<file path="src/rtl/adder_seq_param.sv">
// Multi-cycle ripple adder/subtractor: WIDTH-bit operands, CHUNK bits per clock,
// least-significant chunk first, with a start/busy/done handshake.
module adder_seq_param #(
   parameter int WIDTH = 16,
   parameter int CHUNK = 4
) (
   input  logic             clk,
   input  logic             rst,
   input  logic             start,
   input  logic [WIDTH-1:0] a,
   input  logic [WIDTH-1:0] b,
   input  logic             cin,
   input  logic             sub,
   output logic             busy,
   output logic             done,
   output logic [WIDTH-1:0] sum,
   output logic             carry,
   output logic             overflow
);

   localparam int N  = WIDTH / CHUNK;
   localparam int IW = (N > 1) ? $clog2(N) : 1;

   typedef enum logic [1:0] {IDLE, RUN, DONE} state_t;

   state_t           state;
   logic [WIDTH-1:0] opa;
   logic [WIDTH-1:0] opb;
   logic [WIDTH-1:0] shadow;
   logic [WIDTH-1:0] shadow_nxt;
   logic             cy;
   logic [IW-1:0]    idx;
   logic [CHUNK-1:0] ca;
   logic [CHUNK-1:0] cb;
   logic [CHUNK:0]   part;
   logic             msb_cin;

   // Operands shift right each RUN cycle, so the active chunk is always
   // the bottom CHUNK bits; results enter the shadow from the top.
   always_comb begin
      ca         = opa[CHUNK-1:0];
      cb         = opb[CHUNK-1:0];
      part       = {1'b0, ca} + {1'b0, cb} + {{CHUNK{1'b0}}, cy};
      msb_cin    = ca[CHUNK-1] ^ cb[CHUNK-1] ^ part[CHUNK-1];
      shadow_nxt = (shadow >> CHUNK)
                 | (WIDTH'(part[CHUNK-1:0]) << (WIDTH - CHUNK));
   end

   always_ff @(posedge clk) begin
      if (rst) begin
         state    <= IDLE;
         busy     <= 1'b0;
         done     <= 1'b0;
         sum      <= '0;
         carry    <= 1'b0;
         overflow <= 1'b0;
         cy       <= 1'b0;
         idx      <= '0;
         opa      <= '0;
         opb      <= '0;
         shadow   <= '0;
      end else begin
         done <= 1'b0;
         unique case (state)
            IDLE: begin
               if (start) begin
                  opa   <= a;
                  opb   <= sub ? ~b : b;
                  cy    <= sub | cin;
                  idx   <= '0;
                  busy  <= 1'b1;
                  state <= RUN;
               end
            end
            RUN: begin
               opa    <= opa >> CHUNK;
               opb    <= opb >> CHUNK;
               cy     <= part[CHUNK];
               shadow <= shadow_nxt;
               idx    <= idx + IW'(1);
               if (idx == IW'(N - 1)) begin
                  sum      <= shadow_nxt;
                  carry    <= part[CHUNK];
                  overflow <= msb_cin ^ part[CHUNK];
                  busy     <= 1'b0;
                  done     <= 1'b1;
                  state    <= DONE;
               end
            end
            DONE: state <= IDLE;
            default: state <= IDLE;
         endcase
      end
   end

endmodule

</file>
<file path="config.mk">
export PLATFORM = sky130hd
export DESIGN_NAME = adder_seq_param
export DESIGN_NICKNAME = d
export VERILOG_FILES = /design/src/rtl/adder_seq_param.sv
export SDC_FILE = /design/constraint.sdc
export NUM_CORES = 1
export LEC_CHECK = 0
export BUFFER_PORTS_ARGS = -buffer_cell sky130_fd_sc_hd__buf_2
export CAP_MARGIN = 15
export CORE_ASPECT_RATIO = 0.5
export CORE_UTILIZATION = 59
export DETAILED_ROUTE_END_ITERATION = 8
export PLACE_DENSITY = 0.95
export SLEW_MARGIN = 10
export SYNTH_ARGS = -nofsm -noshare
export SYNTH_HDL_FRONTEND = slang
export SYNTH_SLANG_ARGS = --single-unit
</file>
<file path="constraint.sdc">
create_clock -name clk -period 4.3 [get_ports clk]
set_input_delay 1.29 -clock clk [delete_from_list [all_inputs] [get_ports clk]]
set_output_delay 1.29 -clock clk [all_outputs]
set_load 0.005 [all_outputs]
</file>
# Word-level counts from Yosys, hierarchy flattened
# Cells that the tools add are included.
# totals
reg_bits,73
in_bits,37
word_cells,48
# classes
n_addsub,3
n_eq_ne,4
mux,16
n_bitwise,7
n_reduce_logical,7
# ops
operator,n
case mux 16 bit (2 select lines),2
two-way mux 16 bit,3
NOT 16 bit,1
bitwise OR 12 x 16 -> 16 bit,1
case mux 2 bit (2 select lines),2
two-way mux 2 bit,3
AND reduction 2 bit,3
adder 4 x 4 -> 5 bit,1
adder 5 x 1 -> 5 bit,1
two-way mux 1 bit,4
"!= test 2 bit, second input constant",2
case mux 1 bit (2 select lines),2
AND reduction 3 bit,1
XOR 1 bit,3
"adder 2 x 1 -> 2 bit, second input constant",1
"== test 2 x 1 -> 1 bit, second input constant",1
"== test 2 bit, second input constant",1
zero test 2 bit,1
nonzero test 2 bit,1
OR reduction 2 bit,1
NOT 1 bit,1
bitwise OR 1 bit,1

# Longest topological paths before layout
# Gate-level depths: netlist of run 1.
# depth
word_depth,4
mapped_depth,7
ltp_nobuf,7

# Worst setup path before layout of run 1
# No wires, ideal clock.
# synth_path
path_kind,input to register
from,in sub
to,reg opb[0]
arrival_time_ns,2.071
required_time_ns,4.172
path_slack_ns,2.101
stages,6
path_buffers,2
cell_sequence,buf_4 > buf_6 > xor2_1 > a22oi_1 > o21ai_0 > nor2b_1
# synth_between
elab_chain_len,3
# synth_rtl
element,line_no,text
start: declaration,13,"input logic sub,"
two-way mux 16 bit,68,opb <= sub ? ~b : b;
two-way mux 16 bit,66,if (start) begin
case mux 16 bit (2 select lines),64,unique case (state)
end signal: assignment,68,
end signal: assignment,77,opb <= opb >> CHUNK;
end: declaration,28,logic [WIDTH-1:0] opb;
# No other way between the ends. The select of a mux whose other input is x is not followed.
# A chain may end at the register's enable or synchronous reset.

# Final worst setup path of run 1
# layout_path
from,in start
to,reg cy
# layout_between
elab_chain_len,2
# layout_rtl
element,line_no,text
start: declaration,9,"input logic start,"
!= test 2 bit (no source line),-,
AND reduction 2 bit (no source line),-,
end signal: assignment,69,cy <= sub | cin;
end signal: assignment,78,cy <= part[CHUNK];
end: declaration,31,logic cy;
# No other way between the ends.

==> impl_metrics.yaml, run 1 <==
floorplanning:
  dieArea_um2: 5580
  row_count: 18
  core_um2: 5000
  initial_utilization_pct: 62.1
  ioPinCount: 57
  dieWidth_um: 105
  die_h_um: 53.3
global_route:
  grt_start_max_net_pins: 45
  overflow: 0
  antenna_found_initial: 0
  grtUsageTotal_pct: 23.3
  grt_pass1_wl_um: 9910
  grt_pass1_vias: 2277
worst_setup_path:
  required_ps: 4570
  r2r_cells: 4
  critPathKind: "in -> reg"
  reg2reg_slack_ps: 2140
  reg2reg_to: "sum[5]"
  r2r-start: "state[1]"
  startpoint_type: "input pin"
  worstPathArrival_ps: 2650
  cp_max_fo: 15
  end_kind: "flop"
cts:
  cts_setup_buffers: 0
  cts_buffer_depth: 2
  ctsHoldBuffers: 0
  cts_buffers: 9
  clk_pin_slew_ps: 70
  root_buffer: "clkbuf_8"
  numClockSinks: 69
  post_cts_resize_count: 0
  clkLatencyLatePin_ps: 340
  cts_tree: "yes"
  htree_levels: 3
sta:
  fin_hold_ws_ps: 452
  setup_tns_ps: 0
  fmax_mhz: 419
  layout_min_cycle_time_ps: 2390
  skew_ps: 7.30
  maxSlewViolCount: 0
  worst_pin_slew_ps: 965
  final-hold-violation-count: 0
  setup_ws_ps: 1910
  relSlewSlack_pct: 35.5
  rsz0062_at_grt: "false"
  setup_violations: 0
  fin_crit_sh_pct: 55.5
yosys:
  ys_ff_latch: 69
  synthesis.area_um2: 3110
  ys_seq_area_share_pct: 44.5
  netlist_instances: 375
  ys_types: 31
  yosys_warnings: 0
  synth_nets: 418
  avgSynthCellArea_um2: 8.28
place:
  dp_hpwl_um: 4040
  portBuffers: 56
  place_ws_ps: 1590
  routabilityCongestion: 0.813
drt:
  drt_iter0_drc: 130
  drt-pass1-iter-count: 4
  routed_wl_um: 6100
  drc: 0
  viasPerCell: 5.27
  routedWlPerCell_um: 12.5
  postRouteAntennaNets: 0
  vias: 2572
finish:
  fillers: 421
  area_growth_pct: 11.6
  layout.area.seq_um2: 1380
  nets: 457
  antenna_cells: 0
  drive_above_1_share_pct: 19.9
  multi_input_area_um2: 1530
power_and_ir_drop:
  p_leak_nw: 1.44
  ir_worst_vdd_uv: 234
  power_density_nw_per_um2: 376
min_path:
  holdPathEnd: "sum[2]"
  hold_start: "sum[2]"
  hold_class: "reg -> reg"
  min_delay_path_depth: 2
job:
  cap_violations: 0
outcome:
  status: "finished, final reports clean"
[synth_stat cells]
library cell / count / area (um^2)
buf_4: 8 / 60.1
a211oi_2: 1 / 12.5
fa_1: 2 / 40.0
o21ai_0: 12 / 60.1
buf_6: 4 / 45.0
buf_2: 6 / 30.0
nor2b_1: 22 / 138
inv_1: 3 / 11.3
nand2_1: 62 / 233
a21o_1: 1 / 7.51
a21oi_1: 32 / 160
nand2b_1: 6 / 37.5
xnor2_1: 1 / 8.76
ha_1: 4 / 50.1
a21oi_2: 8 / 70.1
and2b_1: 1 / 7.51
clkbuf_1: 10 / 37.5
a211oi_1: 3 / 22.5
o31ai_1: 2 / 15.0
nor3_1: 12 / 60.1
dfxtp_1: 69 / 1380
xor2_1: 18 / 158
and2_4: 1 / 8.76
nor2_1: 57 / 214
o22ai_1: 1 / 6.26
o21bai_4: 1 / 18.8
a22oi_1: 21 / 158
a31oi_1: 1 / 6.26
nor2b_4: 2 / 27.5
nand3b_1: 2 / 15.0
buf_1: 2 / 7.51
[worst max-delay path by stage]
stage / startpoint / to / slack, ps / cells after the start
after floorplan: sub / opb[0] / 2100 / 6
after global placement: start / cy / 1650 / 5
after detailed placement: start / cy / 1590 / 5
after CTS: start / cy / 1950 / 5
after global routing: start / cy / 1780 / 5
final: start / cy / 1910 / 5
[where the power goes]
part,switching (W),internal (W)
clock,0.000220,0.000221
combinational,0.000101,0.0000730
sequential,0.0000193,0.000672
[state kept, by name (all words and copies together) (netlist names)]
name / count
shadow: 12
state: 2
carry: 1
sum: 16
overflow: 1
done: 1
busy: 1
opb: 16
opa: 16
idx: 2
cy: 1
[stage by stage]
stage | std cells | power [W] | utilization (%) | instance area (um^2)
4_1_cts | 488 | 0.00131 | 69.4 | 3470
3_5_place_dp | 473 | 0.000877 | 66.2 | 3310
6_report | 488 | 0.00131 | 69.4 | 3470
3_3_place_gp | 473 | 0.000870 | 66.2 | 3310
2_1_floorplan | 375 | 0.000838 | - | 3110
5_1_grt | 488 | 0.00136 | 69.4 | 3470
[worst max-delay path, stage by stage]
cell	delay, ps
buf_2	240
nor2b_4	390
and2b_1	390
o21ai_0	160
a31oi_1	180
[layout make-up]
cell class / instances / area share [%]
clock inverter: 2 / 0.289
tap: 70 / 2.53
inverter: 3 / 0.325
sequential: 69 / 39.8
multi-input combinational: 273 / 44.2
clock buffer: 13 / 4.29
timing repair buffer: 58 / 8.51
[placed cells by master (no fill, tap or decap), drive strengths merged, types with 6 or more instances in the layout]
cell / count
xor2: 18
nand2: 62
nor2b: 24
a22oi: 21
nor2: 57
buf: 58
nor3: 12
o21ai: 12
clkbuf: 13
dfxtp: 69
a21oi: 40
nand2b: 6
[per-layer routing]
metal | track usage, % | vias to the layer above | share of wire [%]
met4 | 8.45 | 0 | 0.92
met3 | 7.64 | 11 | 5.0
met2 | 41.6 | 68 | 49
met5 | 0 | - | 0
li1 | - | 1311 | -
met1 | 26.9 | 1182 | 45
[kinds of logic (layout without fill, tap and decap cells)]
logic type | after synthesis | count (layout) | synth area share (%)
simple gates | 165 | 165 | 23.8
flops | 69 | 69 | 44.5
compound gates | 83 | 83 | 17.3
fa+ha+maj | 6 | 6 | 2.90
xor+xnor | 19 | 19 | 5.36
buf+inv | 33 | 76 | 6.16
No activity file was read; power rests on OpenSTA's default activity.
==> inputs of run 2 (changes only) <==
--- a/config.mk
+++ b/config.mk
@@ -8,9 +8,9 @@
 export BUFFER_PORTS_ARGS = -buffer_cell sky130_fd_sc_hd__buf_2
 export CAP_MARGIN = 15
 export CORE_ASPECT_RATIO = 0.5
-export CORE_UTILIZATION = 59
+export CORE_UTILIZATION = 50
 export DETAILED_ROUTE_END_ITERATION = 8
-export PLACE_DENSITY = 0.95
+export PLACE_DENSITY = 0.88
 export SLEW_MARGIN = 10
 export SYNTH_ARGS = -nofsm -noshare
 export SYNTH_HDL_FRONTEND = slang
==> constraint.sdc (replaced) <==
create_clock -name clk -period 2.1 [get_ports clk]
set_input_delay 0.63 -clock clk [delete_from_list [all_inputs] [get_ports clk]]
set_output_delay 0.63 -clock clk [all_outputs]
set_load 0.005 [all_outputs]
==> impl_metrics.yaml, run 2 (synthesis results as in run 1) <==
worst_setup_path:
  cp_cell_sequence: "fa_1, inv_1, fa_1, nand2b_1, a21oi_1, xor2_1, a211oi_2"
  cp_slowest_stage_delay_ps: 390
  critPathKind: "reg -> reg"
  end_kind: "flop"
  cp_common_cell: "fa_1"
  slowest_stage: "fa_1"
  required_ps: 2350
  startpoint_type: "flop"
  cp_max_fo: 3
  cp.buffers_inverters: 1
  worstPathArrival_ps: 2100
  cpLargestDelayFamily: "adder cells"
sta:
  layout_min_cycle_time_ps: 1850
  rsz0062_at_grt: "false"
  setup_ws_ps: 249
  relSlewSlack_pct: 58.3
  maxSlewViolCount: 0
  final-hold-violation-count: 0
  fin_crit_sh_pct: 88.1
  fmax_mhz: 540
  worst_pin_slew_ps: 624
  setup_tns_ps: 0
  skew_ps: 7.18
  setup_violations: 0
cts:
  cts_buffers: 9
  cts_tree: "yes"
  root_buffer: "clkbuf_16"
  clkLatencyLatePin_ps: 330
  htree_levels: 3
  numClockSinks: 69
  cts_setup_buffers: 0
  clk_pin_slew_ps: 50
  post_cts_resize_count: 0
  cts_buffer_depth: 2
  ctsHoldBuffers: 0
place:
  portBuffers: 56
  dp_hpwl_um: 4350
  routabilityCongestion: 0.815
  place_ws_ps: 272
finish:
  layout.cells.most_common: "dfxtp_1"
  antenna_cells: 0
  area_growth_pct: 20.0
  layout_common_cells: "69 x dfxtp_1, 62 x nand2_1, 57 x nor2_1"
  largestRegisters: "opa: 16 flops, opb: 16 flops, sum: 16 flops"
  drive_above_1_share_pct: 23.0
  nets: 469
floorplanning:
  dieArea_um2: 6550
  core_um2: 5730
  dieWidth_um: 113
  ioPinCount: 57
  initial_utilization_pct: 54.2
  row_count: 19
  die_h_um: 57.7
drt:
  drc: 0
  drt_iter0_drc: 182
  postRouteAntennaNets: 0
  vias: 2659
  viasPerCell: 5.16
  routed_wl_um: 6580
  drt-pass1-iter-count: 4
  routedWlPerCell_um: 12.8
power_and_ir_drop:
  ir_worst_vdd_uv: 450
  power_density_nw_per_um2: 895
  p_leak_nw: 1.57
global_route:
  antenna_found_initial: 0
  grtUsageTotal_pct: 22.0
  grt_pass1_vias: 2329
  grt_start_max_net_pins: 38
  grt_pass1_wl_um: 10800
  overflow: 0
outcome:
  status: "finished, final reports clean"
min_path:
  hold_class: "reg -> reg"
job:
  cap_violations: 0
==> run 2: cell count changes in the layout (fill, tap and decap cells not counted) <==
cell	previous run	this run
clkbuf_8	10	3
clkinv_2	2	3
clkbuf_1	3	0
bufinv_16	0	1
buf_4	2	14
clkbuf_16	0	9
==> run 2: cell type report <==
| class | count | area [um^2] |
|---|---|---|
| Clock inverter | 4 | 45.0 |
| Fill cell | 494 | 2000 |
| Inverter | 3 | 11.3 |
| Clock buffer | 12 | 267 |
| Timing Repair Buffer | 70 | 385 |
| Sequential cell | 69 | 1380 |
| Tap cell | 84 | 105 |
| Multi-Input combinational cell | 273 | 1530 |
==> run 2: through the flow <==
step / hold slack (ps) / std cells / total power, W / instance area [um^2] / utilization (%)
floorplan: 432 / 375 / 0.00172 / 3110 / -
global placement: 438 / 499 / 0.00180 / 3420 / 59.6
detailed placement: 446 / 499 / 0.00182 / 3420 / 59.6
CTS: 454 / 515 / 0.00336 / 3730 / 65.1
global route: 472 / 515 / 0.00349 / 3730 / 65.1
finish: 452 / 515 / 0.00334 / 3730 / 65.1
==> run 2: metal layers <==
metal | GRT usage (%) | up-vias | wire length (um)
li1 | - | 1336 | -
met1 | 27.0 | 1252 | 3030
met2 | 35.5 | 64 | 3170
met3 | 8.26 | 7 | 303
met4 | 8.46 | 0 | 74
met5 | 0 | - | 0
==> run 2: final timing paths <==
check	start	endpoint	slack, ps	cells after the start
worst min-delay path	sum[3]	sum[3]	450	2
worst max register to register	opb[0]	overflow	250	7
worst min register to register	sum[3]	sum[3]	450	2
worst max-delay path	opb[0]	overflow	250	7
==> run 2: tightest hold or removal path, cell delays in order (launching register included) <==
cell and delay [ps]:
dfxtp_1 300, nand2_1 50, a21oi_1 50
==> run 2: power breakdown <==
group,total (W),leakage (nW),internal [W],switching [W]
sequential,0.00142,0.563,0.00138,0.0000405
combinational,0.000380,0.850,0.000165,0.000215
clock,0.00154,0.158,0.00101,0.000531
total,0.00334,1.57,0.00255,0.000787
==> inputs of run 3 (changes only) <==
--- a/config.mk
+++ b/config.mk
@@ -8,9 +8,9 @@
 export BUFFER_PORTS_ARGS = -buffer_cell sky130_fd_sc_hd__buf_2
 export CAP_MARGIN = 15
 export CORE_ASPECT_RATIO = 0.5
-export CORE_UTILIZATION = 50
+export CORE_UTILIZATION = 55
 export DETAILED_ROUTE_END_ITERATION = 8
-export PLACE_DENSITY = 0.88
+export PLACE_DENSITY = 0.91
 export SLEW_MARGIN = 10
 export SYNTH_ARGS = -nofsm -noshare
 export SYNTH_HDL_FRONTEND = slang
==> constraint.sdc (replaced) <==
create_clock -name clk -period 1.9 [get_ports clk]
set_input_delay 0.57 -clock clk [delete_from_list [all_inputs] [get_ports clk]]
set_output_delay 0.57 -clock clk [all_outputs]
set_load 0.005 [all_outputs]
==> impl_metrics.yaml, run 3 (synthesis results as in run 1) <==
outcome:
  status: "finished, final reports clean"
drt:
  viasPerCell: 5.40
  drc: 0
  drt_iter0_drc: 181
  routed_wl_um: 7010
  vias: 2704
  drt-pass1-iter-count: 6
  postRouteAntennaNets: 0
  routedWlPerCell_um: 14.0
cts:
  clkLatencyLatePin_ps: 330
  htree_levels: 3
  ctsHoldBuffers: 0
  cts_tree: "yes"
  root_buffer: "clkbuf_16"
  cts_buffers: 9
  cts_buffer_depth: 2
  clk_pin_slew_ps: 50
  numClockSinks: 69
worst_setup_path:
  end_kind: "flop"
  cpLargestDelayFamily: "adder cells"
  cp_max_fo: 2
  r2r-start: "opa[0]"
  slowest_stage: "fa_1"
  reg2reg_to: "cy"
  cp_cell_sequence: "fa_2, inv_1, fa_1, nand2b_1, a21oi_2, buf_4, nand2_1, a31oi_1"
  critPathKind: "reg -> reg"
  reg2reg_slack_ps: 70
  cp_slowest_stage_delay_ps: 390
  worstPathArrival_ps: 2080
  r2r_cells: 8
  cp.buffers_inverters: 2
  startpoint_type: "flop"
  required_ps: 2150
finish:
  drive_above_1_share_pct: 23.2
  layout_common_cells: "68 x dfxtp_1, 62 x nand2_1, 57 x nor2_1"
  antenna_cells: 0
  area_growth_pct: 21.5
  post-route-util_pct: 72.9
  layout.area.seq_um2: 1380
  multi_input_area_um2: 1540
  largestRegisters: "opa: 16 flops, opb: 16 flops, sum: 16 flops"
  nets: 469
  layout.cells.most_common: "dfxtp_1"
  fillers: 393
sta:
  setup_tns_ps: 0
  fmax_mhz: 545
  relSlewSlack_pct: 62.3
  worst_pin_slew_ps: 565
  setup_ws_ps: 66.7
  layout_min_cycle_time_ps: 1830
  final-hold-violation-count: 0
  rsz0062_at_grt: "false"
  fin_crit_sh_pct: 96.5
  maxSlewViolCount: 0
  setup_violations: 0
  skew_ps: 3.46
global_route:
  overflow: 0
  grt_start_max_net_pins: 38
  grtUsageTotal_pct: 25.9
  antenna_found_initial: 0
  grt_pass1_vias: 2432
  grt_pass1_wl_um: 11300
floorplanning:
  dieArea_um2: 5970
  die_h_um: 55.1
  core_um2: 5180
  dieWidth_um: 108
  row_count: 18
  ioPinCount: 57
  initial_utilization_pct: 60.0
job:
  cap_violations: 0
place:
  routabilityCongestion: 0.841
  dp_hpwl_um: 4370
  place_ws_ps: 82.4
  portBuffers: 56
power_and_ir_drop:
  power_density_nw_per_um2: 1040
  ir_worst_vdd_uv: 693
  p_leak_nw: 1.59
min_path:
  hold_class: "reg -> reg"
  holdPathEnd: "sum[4]"
  min_delay_path_depth: 2
  hold_start: "sum[4]"
==> run 3: cell count changes in the layout (fill, tap and decap cells not counted), sizes merged <==
cell,previous run,this run
clkinv,3,1
bufinv,1,3
==> run 3: cell type report <==
cell class | count | area share, %
Multi-Input combinational cell | 273 | 40.8
Inverter | 3 | 0.298
Clock inverter | 4 | 2.52
Tap cell | 70 | 2.32
Clock buffer | 12 | 6.53
Timing Repair Buffer | 70 | 10.9
Sequential cell | 69 | 36.6
==> run 3: worst register-to-register path: stages, from the launching register on <==
cell	delay [ps]
dfxtp_1	360
fa_2	230
inv_1	60
fa_1	390
nand2b_1	180
a21oi_2	180
buf_4	140
nand2_1	50
a31oi_1	170
==> run 3: worst max-delay path by stage <==
stage | from | end | slack [ps] | cells past startpoint
final | opa[0] | cy | 70 | 8
after global routing | opa[0] | overflow | 2 | 7
after CTS | opb[0] | cy | 30 | 8
after global placement | opa[0] | overflow | 190 | 7
after floorplan | opa[0] | overflow | 200 | 7
after detailed placement | opb[0] | cy | 80 | 8
==> run 3: per-stage QoR <==
stage	cells	total power, W	cell area (um^2)	hold WS [ps]
6_report	501	0.00391	3770	451
3_5_place_dp	485	0.00202	3420	447
5_1_grt	501	0.00405	3770	482
2_1_floorplan	375	0.00190	3110	432
3_3_place_gp	485	0.00200	3420	439
4_1_cts	501	0.00392	3770	454
==> run 3: what timing repair did <==
action / CTS / global route
setup buffers: 0 / 0
endpoints found under the setup margin: 0 / 3
resized for setup: 0 / 3
==> run 3: metal layers <==
layer  vias to the layer above  global-route usage, %  share of wire, %
met5                         -                      0                 0
met1                      1252                   31.2                44
met4                         0                   12.8               2.1
met2                       103                   43.7                47
li1                       1333                      -                 -
met3                        16                   7.85               6.6
==> run 3: where the power goes <==
part / total (W) / switching (W) / internal, W
combinational: 0.000439 / 0.000249 / 0.000191
sequential: 0.00157 / 0.0000472 / 0.00152
clock: 0.00190 / 0.000587 / 0.00132
